$ cat src/rtl/seg7_scan_ctrl.sv
// Multiplexed scan controller for a common-anode 7-segment display: one shared
// BCD decoder, blanking guard between digits, display data swapped only at frame wrap.
module seg7_scan_ctrl #(
    parameter int NUM_DIGITS   = 4,
    parameter int DIGIT_CYCLES = 50000,
    parameter int BLANK_CYCLES = 500
) (
    input  logic                      clk,
    input  logic                      rst_n,
    input  logic                      en,
    input  logic                      load,
    input  logic [4*NUM_DIGITS-1:0]   bcd_in,
    input  logic [NUM_DIGITS-1:0]     dp_in,
    input  logic                      blank_lz,
    output logic [NUM_DIGITS-1:0]     digit_sel,
    output logic [7:0]                seg,
    output logic                      frame_done
);

    localparam int CNT_MAX = (DIGIT_CYCLES > BLANK_CYCLES) ? DIGIT_CYCLES : BLANK_CYCLES;
    localparam int CNT_W   = (CNT_MAX > 1) ? $clog2(CNT_MAX) : 1;
    localparam int IDX_W   = $clog2(NUM_DIGITS);

    localparam logic [CNT_W-1:0] BLANK_LAST = CNT_W'(BLANK_CYCLES - 1);
    localparam logic [CNT_W-1:0] DIGIT_LAST = CNT_W'(DIGIT_CYCLES - 1);
    localparam logic [IDX_W-1:0] IDX_LAST   = IDX_W'(NUM_DIGITS - 1);

    typedef enum logic {
        ST_BLANK = 1'b0,
        ST_ON    = 1'b1
    } state_t;

    state_t                    r_state;
    logic                      r_active;
    logic [IDX_W-1:0]          r_idx;
    logic [CNT_W-1:0]          r_cnt;
    logic [4*NUM_DIGITS-1:0]   r_pend_bcd;
    logic [NUM_DIGITS-1:0]     r_pend_dp;
    logic [4*NUM_DIGITS-1:0]   r_shadow_bcd;
    logic [NUM_DIGITS-1:0]     r_shadow_dp;
    logic [NUM_DIGITS-1:0]     r_digit_sel;
    logic [7:0]                r_seg;
    logic                      r_frame_done;

    logic [3:0]                w_nib [NUM_DIGITS];
    logic [NUM_DIGITS-1:0]     w_upper_zero;
    logic [NUM_DIGITS-1:0]     w_sel_lit;
    logic [3:0]                w_nib_cur;
    logic                      w_dp_cur;
    logic                      w_suppress;
    logic [7:0]                w_dec;
    logic [7:0]                w_seg_lit;

    generate
        for (genvar gi = 0; gi < NUM_DIGITS; gi++) begin : g_digit
            assign w_nib[gi]     = r_shadow_bcd[gi*4 +: 4];
            assign w_sel_lit[gi] = (r_idx != IDX_W'(gi));
        end
    endgenerate

    // w_upper_zero[k]: nibble k and every more-significant nibble are zero
    always_comb begin
        w_upper_zero = '1;
        for (int k = 0; k < NUM_DIGITS; k++) begin
            for (int j = k; j < NUM_DIGITS; j++) begin
                if (w_nib[j] != 4'd0) begin
                    w_upper_zero[k] = 1'b0;
                end
            end
        end
    end

    assign w_nib_cur  = w_nib[r_idx];
    assign w_dp_cur   = r_shadow_dp[r_idx];
    assign w_suppress = blank_lz && (r_idx != '0) && w_upper_zero[r_idx];

    always_comb begin
        w_dec = 8'hFF;
        case (w_nib_cur)
            4'd0: w_dec = 8'h03;
            4'd1: w_dec = 8'h9F;
            4'd2: w_dec = 8'h25;
            4'd3: w_dec = 8'h0D;
            4'd4: w_dec = 8'h99;
            4'd5: w_dec = 8'h49;
            4'd6: w_dec = 8'h41;
            4'd7: w_dec = 8'h1F;
            4'd8: w_dec = 8'h01;
            4'd9: w_dec = 8'h09;
            default: w_dec = 8'hFF;
        endcase
    end

    always_comb begin
        w_seg_lit = 8'hFF;
        if (w_nib_cur <= 4'd9) begin
            if (w_suppress) begin
                w_seg_lit = {7'h7F, ~w_dp_cur};
            end else begin
                w_seg_lit = {w_dec[7:1], ~w_dp_cur};
            end
        end
    end

    // Outputs are registered alongside the state, so idx/shadow are unchanged
    // on any edge that enters ON and the decode above applies to the new state.
    always_ff @(posedge clk) begin
        if (!rst_n) begin
            r_state      <= ST_BLANK;
            r_active     <= 1'b0;
            r_idx        <= '0;
            r_cnt        <= '0;
            r_pend_bcd   <= '0;
            r_pend_dp    <= '0;
            r_shadow_bcd <= '0;
            r_shadow_dp  <= '0;
            r_digit_sel  <= '1;
            r_seg        <= 8'hFF;
            r_frame_done <= 1'b0;
        end else begin
            r_frame_done <= 1'b0;
            if (load) begin
                r_pend_bcd <= bcd_in;
                r_pend_dp  <= dp_in;
            end

            if (!en || !r_active) begin
                // Idle, or the first enabled edge which opens a fresh blank phase
                r_active    <= en;
                r_state     <= ST_BLANK;
                r_idx       <= '0;
                r_cnt       <= '0;
                r_digit_sel <= '1;
                r_seg       <= 8'hFF;
            end else begin
                case (r_state)
                    ST_BLANK: begin
                        if (r_cnt == BLANK_LAST) begin
                            r_state     <= ST_ON;
                            r_cnt       <= '0;
                            r_digit_sel <= w_sel_lit;
                            r_seg       <= w_seg_lit;
                        end else begin
                            r_cnt       <= r_cnt + CNT_W'(1);
                            r_digit_sel <= '1;
                            r_seg       <= 8'hFF;
                        end
                    end
                    ST_ON: begin
                        if (r_cnt == DIGIT_LAST) begin
                            r_state     <= ST_BLANK;
                            r_cnt       <= '0;
                            r_digit_sel <= '1;
                            r_seg       <= 8'hFF;
                            if (r_idx == IDX_LAST) begin
                                r_idx        <= '0;
                                r_frame_done <= 1'b1;
                                if (load) begin
                                    r_shadow_bcd <= bcd_in;
                                    r_shadow_dp  <= dp_in;
                                end else begin
                                    r_shadow_bcd <= r_pend_bcd;
                                    r_shadow_dp  <= r_pend_dp;
                                end
                            end else begin
                                r_idx <= r_idx + IDX_W'(1);
                            end
                        end else begin
                            r_cnt <= r_cnt + CNT_W'(1);
                        end
                    end
                    default: begin
                        r_state <= ST_BLANK;
                        r_cnt   <= '0;
                    end
                endcase
            end
        end
    end

    assign digit_sel  = r_digit_sel;
    assign seg        = r_seg;
    assign frame_done = r_frame_done;

endmodule

$ cat config.mk
export PLATFORM = sky130hd
export DESIGN_NAME = seg7_scan_ctrl
export DESIGN_NICKNAME = d
export VERILOG_FILES = /design/src/rtl/seg7_scan_ctrl.sv
export SDC_FILE = /design/constraint.sdc
export NUM_CORES = 1
export LEC_CHECK = 0
export ABC_AREA = 1
export BUFFER_PORTS_ARGS = -buffer_cell sky130_fd_sc_hd__buf_4
export CORE_MARGIN = 2
export CORE_UTILIZATION = 30
export CTS_CLUSTER_DIAMETER = 200
export DETAILED_ROUTE_END_ITERATION = 10
export GPL_TIMING_DRIVEN = 0
export PLACE_DENSITY_LB_ADDON = 0.1
export REMOVE_ABC_BUFFERS = 1
export SYNTH_ARGS = -nofsm -noshare
export SYNTH_HDL_FRONTEND = slang
export SYNTH_SLANG_ARGS = --single-unit
$ cat constraint.sdc
create_clock -name clk -period 2.61 [get_ports clk]
set_clock_uncertainty 0.2 [all_clocks]
set_input_delay 0.522 -clock clk [delete_from_list [all_inputs] [get_ports clk]]
set_output_delay 0.522 -clock clk [all_outputs]
set_load 0.05 [all_outputs]
# --- After elaboration in Yosys (flattened, before gate mapping) ---
# Memories as Yosys holds them, arrays and structs flattened.
# Cells that the tools add are included.
word_totals:
  reg_bits: 73
  mem_bits_ro: 112
  in_bits: 25
  out_inout_bits: 13
  word_cells: 79
  n_memories: 1
memory_table:
  columns: ["name", "depth", "word_bits", "read_ports", "rd_ports_with_merged_regs", "write_ports", "line_no", "source"]
  rows:
  - ["(name not given)", 16, 7, 1, 0, 0, "79", "case (w_nib_cur)"]
op_classes:
  n_addsub: 2
  order_cmp: 3
  eq_ne: 7
  mux: 35
  n_bitwise: 6
  n_reduce_logical: 14
op_table:
  columns: ["op", "count"]
  rows:
  - ["$mux 16", 3]
  - ["$mux 8", 4]
  - ["$pmux 16 s2", 1]
  - ["$mux 4", 5]
  - ["$add 16x1->16 const B", 1]
  - ["$eq 16x16->1 const B", 1]
  - ["$eq 16x9->1 const B", 1]
  - ["$pmux 8 s2", 1]
  - ["$reduce_bool 4->1", 4]
  - ["$mux 1", 15]
  - ["$bmux 4 s2", 1]
  - ["$pmux 4 s2", 1]
  - ["$not 1->1", 5]
  - ["$bmux 1 s2", 2]
  - ["$le 4x4->1 const B", 1]
  - ["$ne 2x1->1 const B", 2]
  - ["$ne 2x2->1 const B", 2]
  - ["$reduce_and 4->1", 1]
  - ["$reduce_or 4->1", 1]
  - ["$ge 3x3->1 const B", 1]
  - ["$lt 2x3->1 const B", 1]
  - ["$not 2->3", 1]
  - ["$add 2x1->2 const B", 1]
  - ["$eq 2x2->1 const B", 1]
  - ["other kinds (8)", 10]

# --- Depth between registers and ports, before layout ---
# Gate-level depths: netlist of run 1.
logic_depth:
  depth_word: 12
  mapped_depth: 15
  depth_no_buf: 14

# --- Least setup slack after synthesis of run 1 ---
# No wires, ideal clock.
synth_timing:
  path_kind: "register to register"
  start: "register r_idx[0]"
  end: "register r_seg[2] (netlist: seg[2])"
  setup_ns: 0.113
  t_arrival_ns: 1.547
  slack_ns: 0.750
  stages_incl_launch_ff: 15
  cell_sequence: "dfxtp_1 inv_2 buf_6 nand2_1 nand3_1 nand2_1 inv_1 ha_1 nand3b_1 nand2_1 nor2_1 nor2_1 nand2_1 nand2_1 nand2_1"
synth_via:
  elab_chain_cells: 9
  elab_cells_between_ends: 15
  classes_between: "order compare: 1; mux: 9; bitwise: 1; reduce/logical: 3; memory: 1"
synth_lines:
  columns: ["element", "line_no", "source"]
  rows:
  - ["start, declared", "35", "logic [IDX_W-1:0] r_idx;"]
  - ["start signal, assigned", "166", "r_idx <= r_idx + IDX_W'(1);"]
  - ["$not 2->3 (implied by the code)", "73", "assign w_nib_cur = w_nib[r_idx];"]
  - ["$bmux 4 s2", "73", null]
  - ["$mux 4 (implied by the code) (2 in series)", "73", null]
  - ["$mem_v2 16x7", null, null]
  - ["$mux 8", "97", "if (w_suppress) begin"]
  - ["$mux 8 (*)", "96", "if (w_nib_cur <= 4'd9) begin"]
  - ["$mux 8 (*)", "138", "if (r_cnt == BLANK_LAST) begin"]
  - ["$pmux 8 s2 (*)", "136", "case (r_state)"]
  - ["end signal, assigned", "142", "r_seg <= w_seg_lit;"]
  - ["end, declared", "42", "logic [7:0] r_seg;"]
# Mark *: on every way between the ends. The rest lies on a longest branch, timed or not. The select of a mux whose other input is x is not followed.
# A chain may end at the register's enable or synchronous reset.

# --- Worst setup path in the final report of run 1 ---
layout_timing:
  start: "register r_cnt[0]"
  end: "register r_digit_sel[0] (netlist: digit_sel[0])"
layout_via:
  elab_chain_cells: 3
  elab_cells_between_ends: 5
  classes_between: "eq/ne: 3; mux: 2"
layout_lines:
  columns: ["element", "line_no", "source"]
  rows:
  - ["start, declared", "36", "logic [CNT_W-1:0] r_cnt;"]
  - ["start signal, assigned", "144", "r_cnt <= r_cnt + CNT_W'(1);"]
  - ["start signal, assigned", "169", "r_cnt <= r_cnt + CNT_W'(1);"]
  - ["$eq 16x9->1", "138", null]
  - ["$mux 4", "138", null]
  - ["$pmux 4 s2", "136", null]
  - ["end signal, assigned", "141", "r_digit_sel <= w_sel_lit;"]
  - ["end, declared", "41", "logic [NUM_DIGITS-1:0] r_digit_sel;"]
# Several ways; a longest one is shown, not always the timed one.

==> impl_results.md, run 1 <==
- Violation count after the first detailed-routing iteration: 141
- Vias per cell: 4.48
- # rows: 40
- Internal power: 1.84 mW
- Layout cells sized above 1: 0.134
- DP Area: 4010 µm²
- Wire per inst: 11.7 µm
- Die width: 115 µm
- Combinational power share: 0.046
- Max_slew headroom: 0.387
- TritonCTS clock tree: yes
- Final setup violation count: 0
- VDD IR max: 0.275 mV
- Nature of the critical path startpoint: flip-flop
- Lkg Pwr: 1.90 nW
- Starting Density: 0.307
- Fin util: 0.359
- Yosys synthesis warning count: 0
- # hold bufs at CTS: 0
- Part of the cycle the worst path needs: 0.849
- CTS H-tree lvls: 3
- Pin count of the biggest net entering global routing: 42
- Number of fill cells in the layout: 1326
- Arrival time at the worst endpoint: 2.29 ns
- Final hold violations: 0
- WP data required: 2.68 ns
- Die Ht: 115 µm
- Sequential power share: 0.487
- Switching share of total power: 0.217
- Yosys top cell area share: 0.397
- Final min period: 2.22 ns
- Commonest non-fill, non-tap cell in the layout: nand2_1
- First-pass GRT wire length: 14200 µm
- Vias: 3229
- Mean Syn Cell Area: 6.77 µm²
- EDFF count, synth: 0
- Most frequent cells in the layout: 140 x nand2_1, 77 x nor2_1, 72 x dfxtp_1
- Die area: 13200 µm²
- Synth cell types: 35
- Power Density: 544 nW/µm²
- Cells after synthesis: 544
- Root buffer cell: clkbuf_16
- Multi-input logic area: 1830 µm²
- F_max: 0.451 GHz
- Total grt overflow: 0
- RSZ-0062 raised after global routing: no
- GRT Util Overall: 0.135
- RD Place Congestion: 0.842
- First-pass DRT Iterations: 4
- Sequential area share after synthesis: 0.397
- Core box area: 12000 µm²
- P&R area growth vs syn: 17.2%
- PortBufs: 37
- Reg area: 1460 µm²
- Synth area leaders: dfxtp_1 40%, nand2_1 14%, nor2_1 8.1%
- Hold/Removal Path Class: in -> reg
- DP HPWL: 5830 µm
- WL final: 8430 µm
- Outcome: finished, final reports clean
- Synthesized flop and latch total: 73
- Clk slew on worst S/H paths: 0.05 ns
- NetSw: 0.509 mW
- Clock network power share: 0.468
- Synth async-reset ratio: 0
- Initial antenna violation count: 0
- Clock Latency Late Sink: 0.33 ns
- Slew Limit Fails: 0
- Final net count: 606
- WS Path Type: reg -> reg
- CTS max path bufs: 2
- Yosys top cell by area: dfxtp_1
- Ant diodes: 0
- Worst-margin pin slew: 0.919 ns
- Synth Cell Area: 3680 µm²
- Io pins: 38
- Vias in the first global route: 2955
- Max cap viols: 0
- Postcts setup bufs: 0
- Post-DRT Antenna Nets: 0
- DRC: 0
- Post-route design area: 4310 µm²
- Ys flop type: dfxtp_1
- Clock sink count: 73
- Num CTS Buffers: 9
- CP endpoint kind: flip-flop
- Worst-path fanout max: 17
-- routing by layer --
layer,part of all wire,up-vias,GRT usage
li1,-,1762,-
met1,0.54,1409,0.193
met2,0.41,46,0.195
met3,0.032,12,0.0285
met4,0.019,0,0.0594
met5,0,-,0
-- repair_timing --
| action | 4_1_cts | 5_1_grt |
|---|---|---|
| endpoints found under the setup margin | 32 | 19 |
| pin swaps | 0 | 1 |
| gates cloned | 0 | 1 |
| resized for setup | 5 | 1 |
-- cell usage after synthesis (2+ instances only) --
cell      count
nor2_2        2
inv_1        70
nor2_1       79
a211oi_1      2
a21oi_1      24
nor3_1        4
dfxtp_1      73
ha_1         10
nand3_2       4
nand3_1      29
or2_0         4
buf_6         5
nand2_2       5
clkbuf_1     11
o21ai_0      25
nor3b_1       2
nand2_1     140
inv_2         5
nor3_2        2
xor2_1        5
nand4_1      25
buf_2         4
buf_4         2
-- logic make-up after synthesis --
kind of cell	Yosys count	share of synthesized area
AND/OR/NAND/NOR	300	0.358
buffers and inverters	98	0.113
flip-flops	73	0.397
AO/OA/AOI/OAI	57	0.0833
adder cells (fa/ha/maj)	10	0.0340
XOR/XNOR	6	0.0143
-- cell type report --
cell class / instances / area share
Tap cell: 147 / 0.0426
Timing Repair Buffer: 38 / 0.0708
Multi-Input combinational cell: 374 / 0.424
Clock inverter: 1 / 0.00116
Clock buffer: 12 / 0.0571
Sequential cell: 73 / 0.339
Inverter: 75 / 0.0653
-- worst max-delay path, stage by stage, from the launching register on --
cell     delay [ns]
dfxtp_1        0.36
ha_1           0.26
nand3_2        0.16
inv_2          0.10
nand3_2        0.17
nor2_4         0.36
nor2_2         0.23
or2_0          0.25
nand3_1        0.08
-- power groups by stage --
stage	clock network [mW]	logic, mW	registers [mW]
5_1_grt	1.18	0.126	1.14
2_1_floorplan	0	0.0560	1.16
3_5_place_dp	0	0.105	1.17
6_report	1.10	0.108	1.14
3_3_place_gp	0	0.103	1.17
4_1_cts	1.14	0.106	1.14
-- metrics by stage --
stage               total power, mW  setup WS [ns]  instances  hold slack (ns)  TNS [ns]
floorplan                      1.22          0.224        521            0.218         0
global placement               1.27         -0.699        705            0.231    -24.16
detailed placement             1.27         -0.694        705            0.238    -22.52
CTS                            2.38          0.121        718            0.168         0
global route                   2.45          0.104        720            0.189         0
finish                         2.35          0.395        720            0.181         0
-- sequential cells by signal, indices dropped and copies added, names as in the netlist --
name / count
frame_done: 1
r_idx: 2
r_pend_dp: 4
digit_sel: 4
r_active: 1
r_shadow_bcd: 16
r_state: 1
seg: 8
r_pend_bcd: 16
r_cnt: 16
r_shadow_dp: 4
-- worst paths after layout --
kind,endpoint,slack [ns],start,cells past startpoint
max reg2reg,digit_sel[0],0.39,r_cnt[0],8
min reg2reg,r_cnt[0],0.25,r_cnt[0],1
max,digit_sel[0],0.39,r_cnt[0],8
min,r_active,0.18,en,3
No activity file was read; power rests on OpenSTA's default activity.
==> inputs of run 2 (changes only) <==
ABC_AREA = 0   (was 1)
clock period = 1.91 ns   (was 2.61 ns; I/O delays follow)
==> run 2 against run 1 <==
Against the previous run:
- sequential power grew 36%
- combinational power grew 17%
- design area shrank 0.12%
- register-to-register slack lost 0.88 ns
- clock-buffer cell count shrank 3
- via count shrank 22%
- the flow now finishes with violations (negative setup slack)
- first-iteration DRC count shrank 21%
- largest power group unchanged
- wire length shrank 13%
- maximum frequency shrank 7.4%
- utilization grew 5.6 points
- cell count shrank 25%
==> impl_results.md, run 2 <==
- Outcome: finished with violations
- Failing checks: negative setup slack
- Hold path depth: 2
- Critical path startpoint: r_cnt[10]
- RSZ-0062 raised after global routing: yes
- Synth Cell Area: 3210 µm²
- Flop-to-flop setup slack: -0.48 ns
- Num CTS Buffers: 9
- Synth cell count leaders: 73 x dfxtp_1, 36 x nor2_1, 35 x nand2_1
- NetSw: 0.703 mW
- Root buffer cell: clkbuf_8
- CP endpoint kind: flip-flop
- Die width: 107 µm
- # hold bufs at CTS: 0
- RR Startpoint: r_cnt[10]
- Yosys top cell area share: 0.455
- WS Path Type: reg -> reg
- Worst reg-to-reg path cell count: 7
- Die Ht: 107 µm
- TritonCTS clock tree: yes
- Synth async-reset ratio: 0
- Synth area leaders: dfxtp_1 46%, mux2i_1 6.9%, o211a_1 6.2%
- Clock sink count: 73
- Lkg Pwr: 1.81 nW
- Yosys top cell by area: dfxtp_1
- Max cap viols: 0
- Yosys synthesis warning count: 0
- Setup slack after layout: -0.482 ns
- Final min period: 2.39 ns
- Die area: 11500 µm²
- Number of fill cells in the layout: 1049
- CTS H-tree lvls: 3
- GRT Util Overall: 0.134
- Starting Density: 0.310
- Total grt overflow: 0
- Sequential power share: 0.506
- Min-delay src: en
- First-pass GRT wire length: 12000 µm
- Ys flop type: dfxtp_1
- Synth cell types: 34
- Clk slew on worst S/H paths: 0.09 ns
- Max_slew headroom: 0.637
- Cells after synthesis: 331
- Worst slack, placed: -0.912 ns
- Worst-path fanout max: 10
- Core box area: 10400 µm²
- # rows: 37
- Arrival time at the worst endpoint: 2.50 ns
- Final net count: 433
- Layout cells sized above 1: 0.323
- Clock network power share: 0.453
- Slew Limit Fails: 0
- Sequential area share after synthesis: 0.455
- PortBufs: 37
- CTS max path bufs: 2
- Most frequent cells in the layout: 61 x dfxtp_1, 60 x buf_4, 33 x nor2_1
- Post-DRT Antenna Nets: 0
- EDFF count, synth: 0
- Combinational power share: 0.041
- Io pins: 38
- Commonest non-fill, non-tap cell in the layout: dfxtp_1
- Initial antenna violation count: 0
- Hold/Removal Path Class: in -> reg
- Inst Count DP: 491
- Wire per inst: 13.5 µm
- Worst-margin pin slew: 0.541 ns
- Min-Delay Endpoint: r_active
- F_max: 0.418 GHz
- RD Place Congestion: 0.717
- Clock Latency Late Sink: 0.35 ns
- VDD IR max: 0.383 mV
- Violation count after the first detailed-routing iteration: 112
- Finished Layout Cells: 539
- Count leader, synth: dfxtp_1
- Internal power: 2.36 mW
- P&R area growth vs syn: 34.2%
- Nature of the critical path startpoint: flip-flop
- R2R Path End: r_shadow_bcd[5]
- Biggest regs: r_cnt (16), r_pend_bcd (16), r_shadow_bcd (16)
- Ant diodes: 0
- Vias in the first global route: 2438
- Mean Syn Cell Area: 9.70 µm²
- DRC: 0
- Pin count of the biggest net entering global routing: 44
- Synthesized flop and latch total: 73
- Vias: 2504
- Switching share of total power: 0.230
- Final setup violation count: 52
- WL final: 7300 µm
- DP HPWL: 4570 µm
- First-pass DRT Iterations: 4
- Vias per cell: 4.65
- WP data required: 2.01 ns
- Power Density: 710 nW/µm²
- Part of the cycle the worst path needs: 1.25
- Final hold violations: 0
run 2: cell count changes after synthesis, sizes merged, moves of 5 or more:
cell / previous run / this run
inv: 75 / 11
a21oi: 25 / 11
nand2: 145 / 35
nor2: 82 / 36
nand3: 33 / 11
mux4: 0 / 5
o211a: 0 / 20
o21ai: 26 / 11
xnor2: 1 / 8
nor4: 0 / 7
nand4: 25 / 5
buf: 12 / 5
nor2b: 0 / 21
mux2i: 0 / 22
run 2: power groups by stage:
stage               combinational [mW]  clock, mW  sequential, mW
CTS                              0.129       1.43            1.55
global placement                 0.124          0            1.59
global route                     0.139       1.49            1.55
floorplan                       0.0548          0            1.59
finish                           0.126       1.39            1.55
detailed placement               0.126          0            1.59
run 2: cell type report:
type	instances	area (µm²)	area share
Timing Repair Buffer	69	594	0.138
Tap cell	136	170	0.0395
Clock buffer	9	124	0.0287
Multi-Input combinational cell	234	1790	0.415
Sequential cell	73	1490	0.345
Clock inverter	7	103	0.0238
Inverter	11	43.8	0.0102
run 2: per-stage QoR:
stage / instance area, µm² / power (mW) / setup TNS [ns] / utilization / hold WS, ns
5_1_grt: 4310 / 3.18 / -25.36 / 0.416 / 0.0517
4_1_cts: 4160 / 3.11 / -25.15 / 0.401 / 0.0592
3_5_place_dp: 3590 / 1.72 / -31.41 / 0.346 / 0.247
6_report: 4310 / 3.06 / -21.65 / 0.416 / 0.0744
2_1_floorplan: 3120 / 1.64 / -32.16 / - / 0.230
3_3_place_gp: 3560 / 1.71 / -50.75 / 0.344 / 0.247
run 2: cells by family after synthesis:
| kind of cell | after synthesis | share of synthesized area |
|---|---|---|
| AO/OA/AOI/OAI | 44 | 0.102 |
| flip-flops | 73 | 0.455 |
| AND/OR/NAND/NOR | 137 | 0.220 |
| multiplexers | 27 | 0.104 |
| adder cells (fa/ha/maj) | 10 | 0.0390 |
| buffers and inverters | 26 | 0.0421 |
| XOR/XNOR | 14 | 0.0382 |
run 2: worst max-delay path, stage by stage (launching register included):
cell and delay, ns:
dfxtp_4 0.35, or4_4 0.52, or4_4 0.52, nor4_4 0.20, buf_6 0.17, buf_4 0.13
buf_16 0.12, o211a_1 0.13
run 2: what timing repair did:
action,4_1_cts,5_1_grt
resized for setup,34,23
cloned,2,1
setup endpoints to repair,52,52
pin swaps,8,13
buffers inserted,21,8
run 2: per-layer routing:
| layer | track usage | vias up | share of wire |
|---|---|---|---|
| met5 | 0 | - | 0 |
| met4 | 0.0385 | 0 | 0.0096 |
| met3 | 0.0454 | 6 | 0.035 |
| met2 | 0.220 | 30 | 0.48 |
| met1 | 0.167 | 1184 | 0.47 |
| li1 | - | 1284 | - |
run 2: how the worst max path moves through the flow:
stage,endpoint,depth (start not counted)
final,r_shadow_bcd[5],7
after floorplan,r_shadow_bcd[14],5
after CTS,r_shadow_bcd[12],6
after detailed placement,seg[4],8
after global routing,r_shadow_dp[3],7
after global placement,r_shadow_bcd[11],5
==> inputs of run 3 (changes only) <==
ABC_AREA = 1   (was 0)
==> run 3 against run 2 <==
Against the previous run:
- the flow now finishes without violations
- largest power group unchanged
- cell count increased by 37%
- design area is 10% higher
- maximum frequency grew 31%
- critical endpoint is now seg[4]
- sequential power is essentially flat
- clock-buffer cell count up 3
- sequential cell count did not move
- sequential share of layout area decreased by 3.3 points
- critical path depth increased by 5
- combinational power rose by 17%
==> impl_results.md, run 3 (synthesis gave the netlist of run 1 again) <==
- Die Ht: 115 µm
- Io pins: 38
- DP HPWL: 5830 µm
- CP Cell Sequence: buf_12, nand2_2, nand3_2, nand2_4, ha_1, nand3_1, nand2_1, nor2_1, nor2_1, nand2_1, nand2_1, nand2_1
- Clk slew on worst S/H paths: 0.06 ns
- Initial antenna violation count: 0
- Min-delay src: en
- # hold bufs at CTS: 0
- CP max stage cell: dfxtp_4
- Worst path buffer plus inverter count: 1
- Ant diodes: 0
- WL final: 9470 µm
- Max cap viols: 0
- Most frequent cells in the layout: 127 x nand2_1, 73 x nor2_1, 66 x inv_1
- Wire per inst: 12.8 µm
- Final net count: 627
- CTS max path bufs: 2
- Num CTS Buffers: 9
- F_max: 0.545 GHz
- Root buffer cell: clkbuf_16
- TritonCTS clock tree: yes
- CTS H-tree lvls: 3
- PortBufs: 37
- Post-DRT Antenna Nets: 0
- Power Density: 678 nW/µm²
- Commonest non-fill, non-tap cell in the layout: nand2_1
- Hold/Removal Path Class: in -> reg
- Worst slack, placed: -1.25 ns
- Worst-margin pin slew: 0.736 ns
- Crit-path leading delay family: simple AND/OR/NAND/NOR gates
- P&R area growth vs syn: 28.7%
- Violation count after the first detailed-routing iteration: 116
- Lkg Pwr: 2.09 nW
- Final min period: 1.83 ns
- Critical path startpoint: r_idx[0]
- Final hold violations: 0
- RD Place Congestion: 0.842
- Worst-path fanout max: 7
- Die width: 115 µm
- Layout cells sized above 1: 0.231
- First-pass GRT wire length: 15000 µm
- Biggest regs: r_cnt (16), r_pend_bcd (16), r_shadow_bcd (16)
- Slew Limit Fails: 0
- Setup slack after layout: 0.0768 ns
- Clock sink count: 73
- Core box area: 12000 µm²
- Vias in the first global route: 3028
- DP Area: 4010 µm²
- RSZ-0062 raised after global routing: yes
- Vias: 3387
- First-pass DRT Iterations: 4
- WS Path Type: reg -> reg
- Nature of the critical path startpoint: flip-flop
- CP max stage delay: 0.41 ns
- CP endpoint kind: flip-flop
- Arrival time at the worst endpoint: 1.87 ns
- RR Startpoint: r_idx[0]
- Die area: 13200 µm²
- Max_slew headroom: 0.506
- Starting Density: 0.307
- GRT Util Overall: 0.145
- # rows: 40
- Total grt overflow: 0
- Fin Hold WS: 0.0395 ns
- WP data required: 1.95 ns
- Outcome: finished, final reports clean
- Part of the cycle the worst path needs: 0.960
- Post-route design area: 4740 µm²
- Vias per cell: 4.57
- Fin util: 0.395
- Clock Latency Late Sink: 0.34 ns
- Final setup violation count: 0
- Pin count of the biggest net entering global routing: 41
- Most used cell, CP: nand2_1
- VDD IR max: 0.374 mV
- DRC: 0
[run 3: cell count changes in the layout (fill, tap and decap cells not counted), moves of 14 or more]
cell     before  now
a21oi_1       9   23
inv_1         8   66
mux2i_1      22    0
nand2_1      32  127
nand3_1       8   22
nand4_1       5   25
nor2_1       33   73
nor2b_1      21    0
o211a_1      20    0
o21ai_0       9   24
[run 3: worst reg2reg max path: cells and delay by family (launching register included)]
family / cells / cell delay, ns
fa+ha+maj: 1 / 0.28
flops: 1 / 0.41
simple gates: 10 / 0.69
buf+inv: 1 / 0.15
[run 3: final timing paths]
| check | end | cells past startpoint | slack [ns] |
|---|---|---|---|
| worst max-delay path | seg[4] | 12 | 0.08 |
| worst min-delay path | r_active | 3 | 0.04 |
| worst max register to register | seg[4] | 12 | 0.08 |
| worst min register to register | r_cnt[0] | 1 | 0.24 |
[run 3: per-layer routing]
layer | share of wire | up-vias | global-route usage
met3 | 0.034 | 10 | 0.0285
met2 | 0.44 | 55 | 0.215
met1 | 0.51 | 1505 | 0.206
met5 | 0 | - | 0
met4 | 0.015 | 0 | 0.0594
li1 | - | 1817 | -
[run 3: report_power, final]
group	switching [mW]	internal [mW]	total [mW]
registers	0.00651	1.55	1.56
clock network	0.617	0.891	1.51
logic	0.0852	0.0617	0.147
[run 3: final cells by class]
type,count,area (µm²)
repair inverters,1,5.00
flip-flops and latches,73,1480
fillers,1284,7270
well taps,147,184
inverters,75,298
clock buffers,12,246
clock inverters,1,5.00
multi-input cells,376,2060
repair buffers,56,467
[run 3: what timing repair did]
item | in CTS | in global routing
pin swaps | 1 | 23
endpoints found under the setup margin | 52 | 48
buffers inserted | 5 | 13
gates cloned | 3 | 2
gates resized for setup | 21 | 53
[run 3: metrics by stage]
stage	cells	power (mW)	setup TNS (ns)
after floorplan	521	1.67	-9.00
after global placement	705	1.73	-54.77
after detailed placement	705	1.74	-52.42
after CTS	726	3.26	0
after global routing	741	3.34	-0.111
final	741	3.21	0
